[src/rtl/vend_input_ctrl.sv]
// Switch/button front-end: 2-flop sync, counter debounce, rising-edge events, 1-bit event FIFO.
// Define VEND_EVT_CNT_EN to add saturating popped-event totals (coin_total, sel_total).
module vend_input_ctrl #(
    parameter int DB_LIMIT   = 4,
    parameter int DB_CNT_W   = 4,
    parameter int FIFO_DEPTH = 4,
    parameter int CNT_W      = 3
) (
    input  logic             clk,
    input  logic             reset,
    input  logic             m_raw,
    input  logic             a_raw,
    input  logic             ev_ready,
    output logic             ev_valid,
    output logic             m,
    output logic             a,
    output logic [CNT_W-1:0] fifo_count,
    output logic             overflow
`ifdef VEND_EVT_CNT_EN
   ,output logic [7:0]       coin_total,
    output logic [7:0]       sel_total
`endif
);

    localparam int                  PTR_W    = $clog2(FIFO_DEPTH);
    localparam logic [DB_CNT_W-1:0] DB_LIM_C = DB_CNT_W'(DB_LIMIT);
    localparam logic [CNT_W-1:0]    DEPTH_C  = CNT_W'(FIFO_DEPTH);
    localparam logic                EV_COIN  = 1'b0;
    localparam logic                EV_SEL   = 1'b1;

    // Channel index 0 is the coin switch, 1 is the select button.
    logic [1:0]                s1_q, s2_q, db_q, db_d, dbp_q, rise;
    logic [1:0][DB_CNT_W-1:0] cnt_q, cnt_d;

    always_comb begin
        db_d  = db_q;
        cnt_d = cnt_q;
        for (int c = 0; c < 2; c++) begin
            if (s2_q[c] == db_q[c]) begin
                cnt_d[c] = '0;
            end else if (cnt_q[c] + DB_CNT_W'(1) == DB_LIM_C) begin
                db_d[c]  = s2_q[c];
                cnt_d[c] = '0;
            end else begin
                cnt_d[c] = cnt_q[c] + DB_CNT_W'(1);
            end
        end
    end

    assign rise = db_q & ~dbp_q;

    // One write per cycle: pending SEL, then coin (pending or new), then new SEL.
    logic push, push_code, coin_any;
    logic coin_pend_q, coin_pend_d, sel_pend_q, sel_pend_d;

    always_comb begin
        coin_any    = rise[0] | coin_pend_q;
        push        = 1'b0;
        push_code   = EV_COIN;
        coin_pend_d = 1'b0;
        sel_pend_d  = 1'b0;
        if (sel_pend_q) begin
            push        = 1'b1;
            push_code   = EV_SEL;
            coin_pend_d = coin_any;
        end else if (coin_any) begin
            push       = 1'b1;
            push_code  = EV_COIN;
            sel_pend_d = rise[1];
        end else if (rise[1]) begin
            push      = 1'b1;
            push_code = EV_SEL;
        end
    end

    logic [FIFO_DEPTH-1:0] mem_q;
    logic [PTR_W-1:0]      wr_ptr_q, rd_ptr_q;
    logic [CNT_W-1:0]      count_q;
    logic                  full, pop, wr_en, head;
    logic                  m_q, a_q, ovf_q;

    assign ev_valid   = (count_q != '0);
    assign full       = (count_q == DEPTH_C);
    assign pop        = ev_valid & ev_ready;
    assign wr_en      = push & (~full | pop);
    assign head       = mem_q[rd_ptr_q];
    assign m          = m_q;
    assign a          = a_q;
    assign fifo_count = count_q;
    assign overflow   = ovf_q;

    always_ff @(posedge clk) begin
        if (wr_en) mem_q[wr_ptr_q] <= push_code;
    end

    always_ff @(posedge clk) begin
        if (reset) begin
            s1_q        <= '0;
            s2_q        <= '0;
            db_q        <= '0;
            dbp_q       <= '0;
            cnt_q       <= '0;
            coin_pend_q <= 1'b0;
            sel_pend_q  <= 1'b0;
            wr_ptr_q    <= '0;
            rd_ptr_q    <= '0;
            count_q     <= '0;
            m_q         <= 1'b0;
            a_q         <= 1'b0;
            ovf_q       <= 1'b0;
        end else begin
            s1_q        <= {a_raw, m_raw};
            s2_q        <= s1_q;
            db_q        <= db_d;
            dbp_q       <= db_q;
            cnt_q       <= cnt_d;
            coin_pend_q <= coin_pend_d;
            sel_pend_q  <= sel_pend_d;
            if (wr_en) wr_ptr_q <= wr_ptr_q + PTR_W'(1);
            if (pop)   rd_ptr_q <= rd_ptr_q + PTR_W'(1);
            if (wr_en && !pop)      count_q <= count_q + CNT_W'(1);
            else if (!wr_en && pop) count_q <= count_q - CNT_W'(1);
            if (push && full && !pop) ovf_q <= 1'b1;
            m_q <= pop & (head == EV_COIN);
            a_q <= pop & (head == EV_SEL);
        end
    end

`ifdef VEND_EVT_CNT_EN
    logic [7:0] coin_tot_q, sel_tot_q;

    always_ff @(posedge clk) begin
        if (reset) begin
            coin_tot_q <= '0;
            sel_tot_q  <= '0;
        end else if (pop) begin
            if (head == EV_COIN && coin_tot_q != 8'hFF) coin_tot_q <= coin_tot_q + 8'd1;
            if (head == EV_SEL  && sel_tot_q  != 8'hFF) sel_tot_q  <= sel_tot_q + 8'd1;
        end
    end

    assign coin_total = coin_tot_q;
    assign sel_total  = sel_tot_q;
`endif

endmodule

[config.mk]
export PLATFORM = sky130hd
export DESIGN_NAME = vend_input_ctrl
export DESIGN_NICKNAME = d
export VERILOG_FILES = /design/src/rtl/vend_input_ctrl.sv
export SDC_FILE = /design/constraint.sdc
export NUM_CORES = 1
export LEC_CHECK = 0
export ABC_AREA = 1
export CORE_MARGIN = 2
export CORE_UTILIZATION = 35
export CTS_CLUSTER_SIZE = 30
export DETAILED_ROUTE_END_ITERATION = 6
export PLACE_DENSITY = 0.57
export SETUP_SLACK_MARGIN = 0.1
export SYNTH_ARGS = -nofsm -noshare
export SYNTH_HDL_FRONTEND = slang
export SYNTH_SLANG_ARGS = --single-unit
[constraint.sdc]
create_clock -name clk -period 2.4 [get_ports clk]
set_input_delay 0.24 -clock clk [delete_from_list [all_inputs] [get_ports clk]]
set_output_delay 0.24 -clock clk [all_outputs]
set_load 0.005 [all_outputs]
==> out/qor.csv, run 1 <==
stage,metric,value,unit
clock_tree,"Clk Latency, worst-skew pair",280,ps
timing,Slew Limit Fails,0,
power,Net Switching,0.0003544,W
critical_path,Worst Reg-to-Reg Cells,11,
critical_path,reg2reg end,fifo_count[2],
synthesis,Mapped Nets,184,
timing,worst-margin pin slew,412.7,ps
hold_path,Min-Delay Path Depth,2,
final_layout,layout cell share with drive strength beyond 1,10.64,%
routing,DR pass1 iterations,4,
critical_path,CP max FO,6,
hold_path,HP Start,s1_q[1],
routing,total number of vias,1068,
placed_design,hpwl dp,1752,µm
synthesis,Yosys warnings,0,
power,pwr dens,769.5,nW/µm²
synthesis,post-synth top area cell,dfxtp_1,
final_layout,fill count,386,
power,internal power,0.0009010,W
synthesis,"top cells by area, synth","dfxtp_1, inv_1, edfxtp_1",
clock_tree,CTS Buf Count,5,
clock_tree,"Reg clk slew, reported paths",60,ps
power,Leak,0.6886,nW
timing,Clock Skew,8.904,ps
flow_run,Max-Cap Viols,0,
power,Design Power,0.001255,W
routing,initial detailed-routing violation count,13,
critical_path,WP data arrival,2220,ps
grt,largest net degree at the start of global routing,14,
timing,worst setup margin,341.7,ps
floorplanning,Core Footprint,3744,µm²
critical_path,startpoint types,input port,
final_layout,"commonest cells after routing, fill and taps aside","inv_1, nor2_1, dfxtp_1",
timing,Setup-failing EPs final,0,
hold_path,worst min path class,flop to flop,
power,Peak VDD IR,0.2848,mV
floorplanning,Die Span X,67.22,µm
timing,post-route clock period utilization,85.76,%
synthesis,"FF+latch count, synth",32,
timing,RSZ-0062 raised after global routing,no,
synthesis,Avg Synthesized Cell Area,8.180,µm²
power,Sw Ratio,28.23,%
timing,Max Freq,0.4858,GHz
timing,setup_tns,0,ps
floorplanning,Initial Utilization,37.37,%
critical_path,R2R Path Start,fifo_count[0],
timing,final hold viol count,0,
timing,"Min Clock Period, post-route",2058,ps
clock_tree,H-tree lvl count,2,
placed_design,Port Buffers,11,
grt,initial antenna violation count,0,
routing,Final ANT Viol Nets,0,
clock_tree,setup bufs post-CTS,0,
floorplanning,number of cell rows,22,
floorplanning,Top-Level Pins,12,
placed_design,routability cong.,0.6751,
grt,GRT overflow,0,
routing,routed vias/inst,4.525,
final_layout,Nets,200,
clock_tree,clk sinks,32,
synthesis,post-synthesis cell area,1399,µm²
clock_tree,CTS Buffer Depth,2,
floorplanning,Die ar.,4519,µm²
power,sequential power share,48.6,%
grt,Total GRT Usage,12.46,%
synthesis,library cells used by synthesis,25,
clock_tree,CTS tree,done,
clock_tree,hold_buf cts,0,
grt,first-pass GRT wire length,4188,µm
final_layout,Layout area overhead,16.64,%
routing,routed len/inst,9.856,µm
final_layout,"most common cell after layout, fill and taps aside",inv_1,
final_layout,diodes inserted,0,
critical_path,Worst Path Required,2570,ps
synthesis,"Seq/Total Area, Yosys",48.66,%
power,Gate power share,20.4,%
timing,Slew Limit Headroom,72.20,%
routing,Routed Wire Length,2326,µm
synthesis,Yosys top cell area share,40.07,%
critical_path,crit end category,flop,
critical_path,Reg2Reg Setup Slack,370,ps
critical_path,Setup CP Type,input port to flop,
routing,DRC errors left,0,
hold_path,Hold Path Sink,s2_q[1],
run_status,status,"complete, no violations",
clock_tree,Root Driver,clkbuf_8,
grt,vias in the first global route,1023,
clock_tree,Post-CTS Resized,0,
floorplanning,height of the die,67.22,µm
placed_design,pre-CTS setup slack,89.30,ps
synthesis,Mapped Cells,171,
power,Clk network pwr share,31.0,%
worst max path at each step:
stage,from,end,slack (ps)
after global placement,ev_ready,fifo_count[2],210
after CTS,ev_ready,fifo_count[2],380
after detailed placement,ev_ready,fifo_count[2],90
after floorplan,fifo_count[0],fifo_count[2],630
final,ev_ready,fifo_count[2],340
after global routing,fifo_count[0],fifo_count[2],250
cell families (layout without fill, tap and decap cells):
group / count (synthesis) / in the layout / synth area share, %
AND/OR/NAND/NOR: 66 / 66 / 21.73
buffers and inverters: 40 / 57 / 11.63
flip-flops: 32 / 32 / 48.66
AO/OA/AOI/OAI: 21 / 21 / 7.782
adder cells (fa/ha/maj): 8 / 8 / 7.692
XOR/XNOR: 4 / 4 / 2.505
synthesized netlist by cell type:
library cell,number
dfxtp_1,28
inv_1,35
nand2_4,1
xor2_1,2
nor2_2,3
ha_1,7
inv_2,2
nand2_2,4
nand3b_1,1
buf_4,1
buf_6,1
o21ai_0,6
nor2_1,31
nand3_2,2
o21ai_1,4
nand3_1,7
edfxtp_1,4
nand4_1,2
nor3_1,1
clkinv_2,1
nand2_1,14
a21oi_1,10
xnor2_1,2
fa_1,1
a21oi_2,1
layout make-up:
| cell class | instances | area [µm²] | share of cell area, % |
|---|---|---|---|
| sequential | 32 | 680.7 | 41.72 |
| multi-input combinational | 99 | 555.5 | 34.05 |
| clock buffer | 7 | 76.32 | 4.678 |
| inverter | 38 | 143.9 | 8.819 |
| tap | 48 | 60.06 | 3.681 |
| timing repair buffer | 11 | 110.1 | 6.749 |
| clock inverter | 1 | 5.005 | 0.3067 |
metrics by stage:
stage / instance area [µm²] / std cells / hold slack, ps / utilization, %
floorplan: 1399 / 171 / 347.0 / -
global placement: 1550 / 228 / 391.0 / 41.41
detailed placement: 1550 / 228 / 400.1 / 41.41
CTS: 1632 / 236 / 409.1 / 43.58
global route: 1632 / 236 / 414.1 / 43.58
finish: 1632 / 236 / 405.0 / 43.58
worst max-delay path: stages:
cell,delay [ps]
clkdlybuf4s50_1,520
inv_1,70
nand3_2,130
nand2_1,140
inv_1,80
ha_1,150
inv_1,70
fa_1,380
nand2_1,90
nand3_1,90
o21ai_0,180
a21oi_1,60
power by group through the flow:
stage               sequential, W  combinational [W]  clock [W]
finish                   0.000610           0.000256   0.000390
global route             0.000615           0.000289   0.000437
CTS                      0.000610           0.000258   0.000409
detailed placement       0.000622           0.000257          0
global placement         0.000619           0.000245          0
floorplan                0.000618           0.000153          0
state kept, by name, summed over array words and instances, names as in the netlist:
name and count:
m 1, coin_pend_q 1, a 1, wr_ptr_q 2, cnt_q 8, rd_ptr_q 2, mem_q 4, s2_q 2
dbp_q 2, fifo_count 3, s1_q 2, db_q 2, sel_pend_q 1, overflow 1
metal layers:
metal | wire length (µm) | vias to the layer above | share of wire (%) | GRT usage (%)
li1 | - | 554 | - | -
met1 | 1028 | 491 | 44 | 13.12
met2 | 1165 | 19 | 50 | 22.28
met3 | 102 | 4 | 4.4 | 5.000
met4 | 29 | 0 | 1.2 | 4.592
met5 | 0 | - | 0 | 0
Note: power is estimated with default switching activity, not from simulation.
==> inputs of run 2 (changes only) <==
--- a/config.mk
+++ b/config.mk
@@ -7,10 +7,10 @@
 export LEC_CHECK = 0
 export ABC_AREA = 1
 export CORE_MARGIN = 2
-export CORE_UTILIZATION = 35
+export CORE_UTILIZATION = 55
 export CTS_CLUSTER_SIZE = 30
 export DETAILED_ROUTE_END_ITERATION = 6
-export PLACE_DENSITY = 0.57
+export PLACE_DENSITY = 0.8
 export SETUP_SLACK_MARGIN = 0.1
 export SYNTH_ARGS = -nofsm -noshare
 export SYNTH_HDL_FRONTEND = slang
==> run 2 against run 1 <==
Utilization rose by 22 points. Sequential cell count did not move. Clock power fell by 9.0%. Largest cell class unchanged. Largest power group unchanged.
==> out/qor.csv, run 2 (synthesized netlist as in run 1, its figures left out) <==
stage,metric,value,unit,change
critical_path,Reg2Reg Setup Slack,460,ps,+90 ps
routing,DR pass1 iterations,4,,unchanged
floorplanning,number of cell rows,18,,-18%
critical_path,crit path from,fifo_count[0],,
final_layout,Nets,200,,unchanged
power,pwr dens,760.1,nW/µm²,-1.2%
critical_path,Slowest cell on crit path,dfxtp_1,,
critical_path,R2R Path Start,fifo_count[0],,
final_layout,"commonest cells after routing, fill and taps aside","inv_1, nor2_1, dfxtp_1",,
run_status,status,"complete, no violations",,
clock_tree,hold_buf cts,0,,unchanged
routing,Final ANT Viol Nets,0,,unchanged
final_layout,Layout area overhead,14.31,%,
routing,routed vias/inst,4.858,,+7.3%
clock_tree,setup bufs post-CTS,0,,unchanged
clock_tree,"Clk Latency, worst-skew pair",340,ps,+60 ps
critical_path,Setup CP Type,flop to flop,,
critical_path,startpoint types,flop,,
power,Peak VDD IR,0.5277,mV,+85%
timing,Clock Skew,11.29,ps,+2.386 ps
timing,"Min Clock Period, post-route",1945,ps,-113.3 ps
clock_tree,H-tree lvl count,2,,unchanged
critical_path,Worst Path Required,2630,ps,+60 ps
clock_tree,clk sinks,32,,unchanged
placed_design,pre-CTS setup slack,147.4,ps,+58.14 ps
critical_path,WP data arrival,2180,ps,-40 ps
placed_design,routability cong.,0.7492,,+11%
timing,final hold viol count,0,,unchanged
timing,post-route clock period utilization,81.04,%,-4.7 points
grt,vias in the first global route,1063,,+3.9%
critical_path,crit end category,flop,,
final_layout,Final Cell Area,1599,µm²,-2.0%
final_layout,max reg flops,8,,unchanged
timing,worst-margin pin slew,358.8,ps,-53.86 ps
clock_tree,CTS tree,done,,
final_layout,diodes inserted,0,,unchanged
placed_design,Port Buffers,11,,unchanged
timing,Setup-failing EPs final,0,,unchanged
final_layout,Biggest register,cnt_q,,
grt,GRT overflow,0,,unchanged
final_layout,layout cell share with drive strength beyond 1,11.17,%,+0.53 points
timing,Slew Limit Headroom,75.83,%,+3.6 points
routing,total number of vias,1059,,-0.84%
routing,Routed Wire Length,2282,µm,-1.9%
timing,worst setup margin,455.0,ps,+113.3 ps
timing,Max Freq,0.5141,GHz,+5.8%
routing,DRC errors left,0,,unchanged
grt,largest net degree at the start of global routing,14,,unchanged
hold_path,worst min path class,flop to flop,,
hold_path,HP Start,s1_q[1],,
routing,initial detailed-routing violation count,34,,+21
flow_run,Max-Cap Viols,0,,unchanged
grt,first-pass GRT wire length,4215,µm,+0.64%
floorplanning,Die Span X,54.43,µm,-19%
clock_tree,CTS Buffer Depth,2,,unchanged
placed_design,hpwl dp,1719,µm,-1.9%
timing,Hold Slack,409.5,ps,+4.522 ps
final_layout,"most common cell after layout, fill and taps aside",inv_1,,
routing,routed len/inst,10.47,µm,+6.2%
floorplanning,Die ar.,2963,µm²,-34%
grt,Total GRT Usage,21.14,%,+8.7 points
critical_path,CP peak stage delay,450,ps,-70 ps
floorplanning,height of the die,54.43,µm,-19%
timing,setup_tns,0,ps,unchanged
timing,RSZ-0062 raised after global routing,no,,
critical_path,crit-path cells,"nor2_2, nand3_2, nand2_1, inv_1, ha_1, inv_1, fa_1, nand2_1, nand3_1, o21ai_0, a21oi_1",,
power,Leak,0.6868,nW,-0.26%
critical_path,CP max FO,6,,unchanged
floorplanning,Core Footprint,2432,µm²,-35%
floorplanning,Initial Utilization,57.51,%,+20 points
clock_tree,CTS Buf Count,5,,unchanged
grt,initial antenna violation count,0,,unchanged
clock_tree,Post-CTS Resized,0,,unchanged
placed_design,placed cell area,1528,µm²,-1.5%
floorplanning,Top-Level Pins,12,,unchanged
clock_tree,Root Driver,clkbuf_4,,
clock_tree,"Reg clk slew, reported paths",100,ps,+40 ps
timing,Slew Limit Fails,0,,unchanged
[run 2: stage by stage]
step	power (W)	cells	utilization, %
4_1_cts	0.001223	218	65.74
6_report	0.001215	218	65.74
2_1_floorplan	0.0007708	171	-
5_1_grt	0.001298	218	65.74
3_3_place_gp	0.0008627	210	62.81
3_5_place_dp	0.0008724	210	62.81
[run 2: layer usage]
layer | routed length [µm] | part of all wire (%) | vias to the layer above | global-route usage (%)
met3 | 121 | 5.3 | 7 | 9.290
met5 | 0 | 0 | - | 0
met1 | 981 | 43 | 476 | 20.55
met4 | 57 | 2.5 | 0 | 12.08
li1 | - | - | 555 | -
met2 | 1121 | 49 | 21 | 36.95
[run 2: area by class of cell]
cell class | count | area, µm²
Fill cell | 202 | 833.3
Sequential cell | 32 | 680.7
Multi-Input combinational cell | 99 | 555.5
Inverter | 38 | 143.9
Timing Repair Buffer | 11 | 110.1
Clock buffer | 7 | 66.31
Tap cell | 30 | 37.54
Clock inverter | 1 | 5.005
[run 2: path summary, 6_finish.rpt]
check | endpoint | depth (start not counted)
hold reg to reg | s2_q[1] | 2
hold / removal | s2_q[1] | 2
setup reg to reg | fifo_count[2] | 11
setup / recovery | fifo_count[2] | 11
[run 2: worst max-delay path: cells and delay by family, from the launching register on]
kind                       cells  cell delay [ps]
DFF                            1              450
adders and majority gates      2              530
AOI/OAI and AO/OA              2              210
and+or+nand+nor                5              510
buffers and inverters          2              140
[run 2: power by group]
part           leakage, nW  internal (W)  total [W]  switching (W)
clock               0.0404      0.000176   0.000355       0.000178
combinational        0.373      0.000122   0.000253       0.000131
sequential           0.274      0.000574   0.000608      0.0000338
total                0.687      0.000873    0.00122       0.000343
==> inputs of run 3 (changes only) <==
==> constraint.sdc (replaced) <==
create_clock -name clk -period 1.85 [get_ports clk]
set_input_delay 0.185 -clock clk [delete_from_list [all_inputs] [get_ports clk]]
set_output_delay 0.185 -clock clk [all_outputs]
set_load 0.005 [all_outputs]
==> run 3 against run 2 <==
Utilization up 3.8 points. Clock power rose by 18%. Critical endpoint is now fifo_count[1]. Clock-buffer cell count rose by 1. Highest routed layer unchanged. Largest cell class unchanged. Clock skew down 8.2 ps. Hold slack got worse by 48 ps.
==> out/qor.csv, run 3 (synthesized netlist as in run 1, its figures left out) <==
stage,metric,value,unit,change
critical_path,CP peak stage delay,430,ps,-20 ps
floorplanning,Die ar.,2963,µm²,unchanged
critical_path,CP max FO,4,,-2
grt,GRT overflow,0,,unchanged
critical_path,crit-path cells,"nor2_4, nand3_2, nand2_2, inv_1, ha_4, inv_2, fa_2, o21ai_1, nor2_1",,
timing,worst-margin pin slew,435.4,ps,+76.54 ps
clock_tree,clk sinks,32,,unchanged
routing,Final ANT Viol Nets,0,,unchanged
timing,RSZ-0062 raised after global routing,yes,,
timing,final hold viol count,0,,unchanged
hold_path,worst min path class,input port to flop,,
timing,Slew Limit Headroom,70.67,%,-5.2 points
final_layout,fill count,192,,-5.0%
critical_path,WP buf/inv,2,,unchanged
flow_run,Max-Cap Viols,0,,unchanged
critical_path,Worst Reg-to-Reg Cells,9,,-2
final_layout,layout cell share with drive strength beyond 1,19.29,%,+8.1 points
power,Gate power share,26.1,%,+5.3 points
routing,initial detailed-routing violation count,34,,unchanged
clock_tree,Root Driver,clkbuf_4,,
power,pwr dens,976.4,nW/µm²,+28%
hold_path,Min-Delay Path Depth,3,,+1
timing,setup_tns,0,ps,unchanged
timing,Max Freq,0.5791,GHz,+13%
clock_tree,CTS Buf Count,5,,unchanged
grt,initial antenna violation count,0,,unchanged
floorplanning,Top-Level Pins,12,,unchanged
placed_design,hpwl dp,1927,µm,+12%
timing,Setup-failing EPs final,0,,unchanged
routing,DRC errors left,0,,unchanged
floorplanning,height of the die,54.43,µm,unchanged
critical_path,cell family with most CP delay,adder cells,,
routing,total number of vias,1125,,+6.2%
power,internal power,0.001159,W,+33%
final_layout,max reg flops,8,,unchanged
timing,Clock Skew,3.067,ps,-8.222 ps
critical_path,Setup CP Type,flop to flop,,
final_layout,"commonest cells after routing, fill and taps aside","inv_1, nor2_1, dfxtp_1",,
run_status,status,"complete, no violations",,
power,Sw Ratio,29.77,%,+1.6 points
routing,routed len/inst,12.06,µm,+15%
final_layout,diodes inserted,0,,unchanged
grt,largest net degree at the start of global routing,14,,unchanged
clock_tree,"Clk Latency, worst-skew pair",330,ps,about the same
power,sequential power share,48.6,%,-1.4 points
floorplanning,Initial Utilization,57.51,%,unchanged
final_layout,Nets,209,,+4.5%
timing,Hold Slack,361.2,ps,-48.28 ps
clock_tree,CTS Buffer Depth,2,,unchanged
routing,routed vias/inst,4.956,,+2.0%
floorplanning,number of cell rows,18,,unchanged
critical_path,WP data arrival,1960,ps,-220 ps
grt,vias in the first global route,1069,,+0.56%
clock_tree,hold_buf cts,0,,unchanged
power,Leak,0.7279,nW,+6.0%
power,Net Switching,0.0004913,W,+43%
clock_tree,H-tree lvl count,2,,unchanged
final_layout,Biggest register,cnt_q,,
floorplanning,Die Span X,54.43,µm,unchanged
critical_path,Slowest cell on crit path,fa_2,,
power,Design Power,0.001650,W,+36%
routing,DR pass1 iterations,4,,unchanged
final_layout,Layout area overhead,20.84,%,
critical_path,crit end category,flop,,
critical_path,startpoint types,flop,,
power,Clk network pwr share,25.4,%,-3.8 points
grt,Total GRT Usage,21.88,%,+0.73 points
timing,"Min Clock Period, post-route",1727,ps,-218.3 ps
final_layout,"most common cell after layout, fill and taps aside",inv_1,,
floorplanning,Core Footprint,2432,µm²,unchanged
clock_tree,"Reg clk slew, reported paths",90,ps,about the same
placed_design,routability cong.,0.8190,,+9.3%
grt,first-pass GRT wire length,4353,µm,+3.3%
clock_tree,CTS tree,done,,
critical_path,Crit. path cell count,9,,-2
timing,Slew Limit Fails,0,,unchanged
routing,Routed Wire Length,2738,µm,+20%
power,Peak VDD IR,0.6801,mV,+29%
critical_path,Worst Path Required,2080,ps,-550 ps
timing,post-route clock period utilization,93.34,%,+12 points
placed_design,Port Buffers,11,,unchanged
==> run 3: cell count changes in the layout (fill, tap and decap cells not counted), moves of 2 or more <==
cell,before,now
buf_4,0,9
dfxtp_1,28,24
dfxtp_2,0,2
dfxtp_4,0,2
o21ai_0,6,4
o21ai_1,4,6
==> run 3: layout make-up <==
cell class,count,area (µm²),area share [%]
multi-input cells,99,581.8,34.42
inverters,38,143.9,8.512
well taps,30,37.54,2.221
flip-flops and latches,32,690.7,40.86
clock buffers,8,58.81,3.479
repair buffers,20,177.7,10.51
==> run 3: metal layers <==
metal  wire, µm  track usage (%)
met1       1132            21.70
met5          0                0
met3        123            9.016
met4         40            7.500
met2       1441            40.56
==> run 3: tightest hold or removal path: stages <==
cell and delay, ps:
clkdlybuf4s50_1 390, inv_1 50, nor2_1 30
==> run 3: final timing paths <==
path         slack, ps            end          start
max                120  fifo_count[1]  fifo_count[1]
min                360        s1_q[0]          m_raw
max reg2reg        120  fifo_count[1]  fifo_count[1]
min reg2reg        420        s2_q[1]        s1_q[1]
==> run 3: repair_timing <==
item / 4_1_cts / 5_1_grt
buffers inserted: 0 / 3
resized for setup: 8 / 6
setup endpoints to repair: 2 / 2
pin swaps: 0 / 1
==> run 3: stage by stage <==
step | util, % | worst slack (ps) | area (µm²) | instances
3_5_place_dp | 64.71 | -220.0 | 1574 | 216
5_1_grt | 69.50 | 58.32 | 1690 | 227
4_1_cts | 67.90 | 97.52 | 1652 | 224
2_1_floorplan | - | 109.2 | 1400 | 171
6_report | 69.50 | 123.3 | 1690 | 227
3_3_place_gp | 64.71 | -76.54 | 1574 | 216
==> run 3: power by group through the flow <==
stage / clock [W] / combinational [W] / sequential [W]
after floorplan: 0 / 0.000198 / 0.000804
after global placement: 0 / 0.000338 / 0.000802
after detailed placement: 0 / 0.000362 / 0.000806
after CTS: 0.000428 / 0.000375 / 0.000801
after global routing: 0.000461 / 0.000473 / 0.000809
final: 0.000419 / 0.000430 / 0.000802
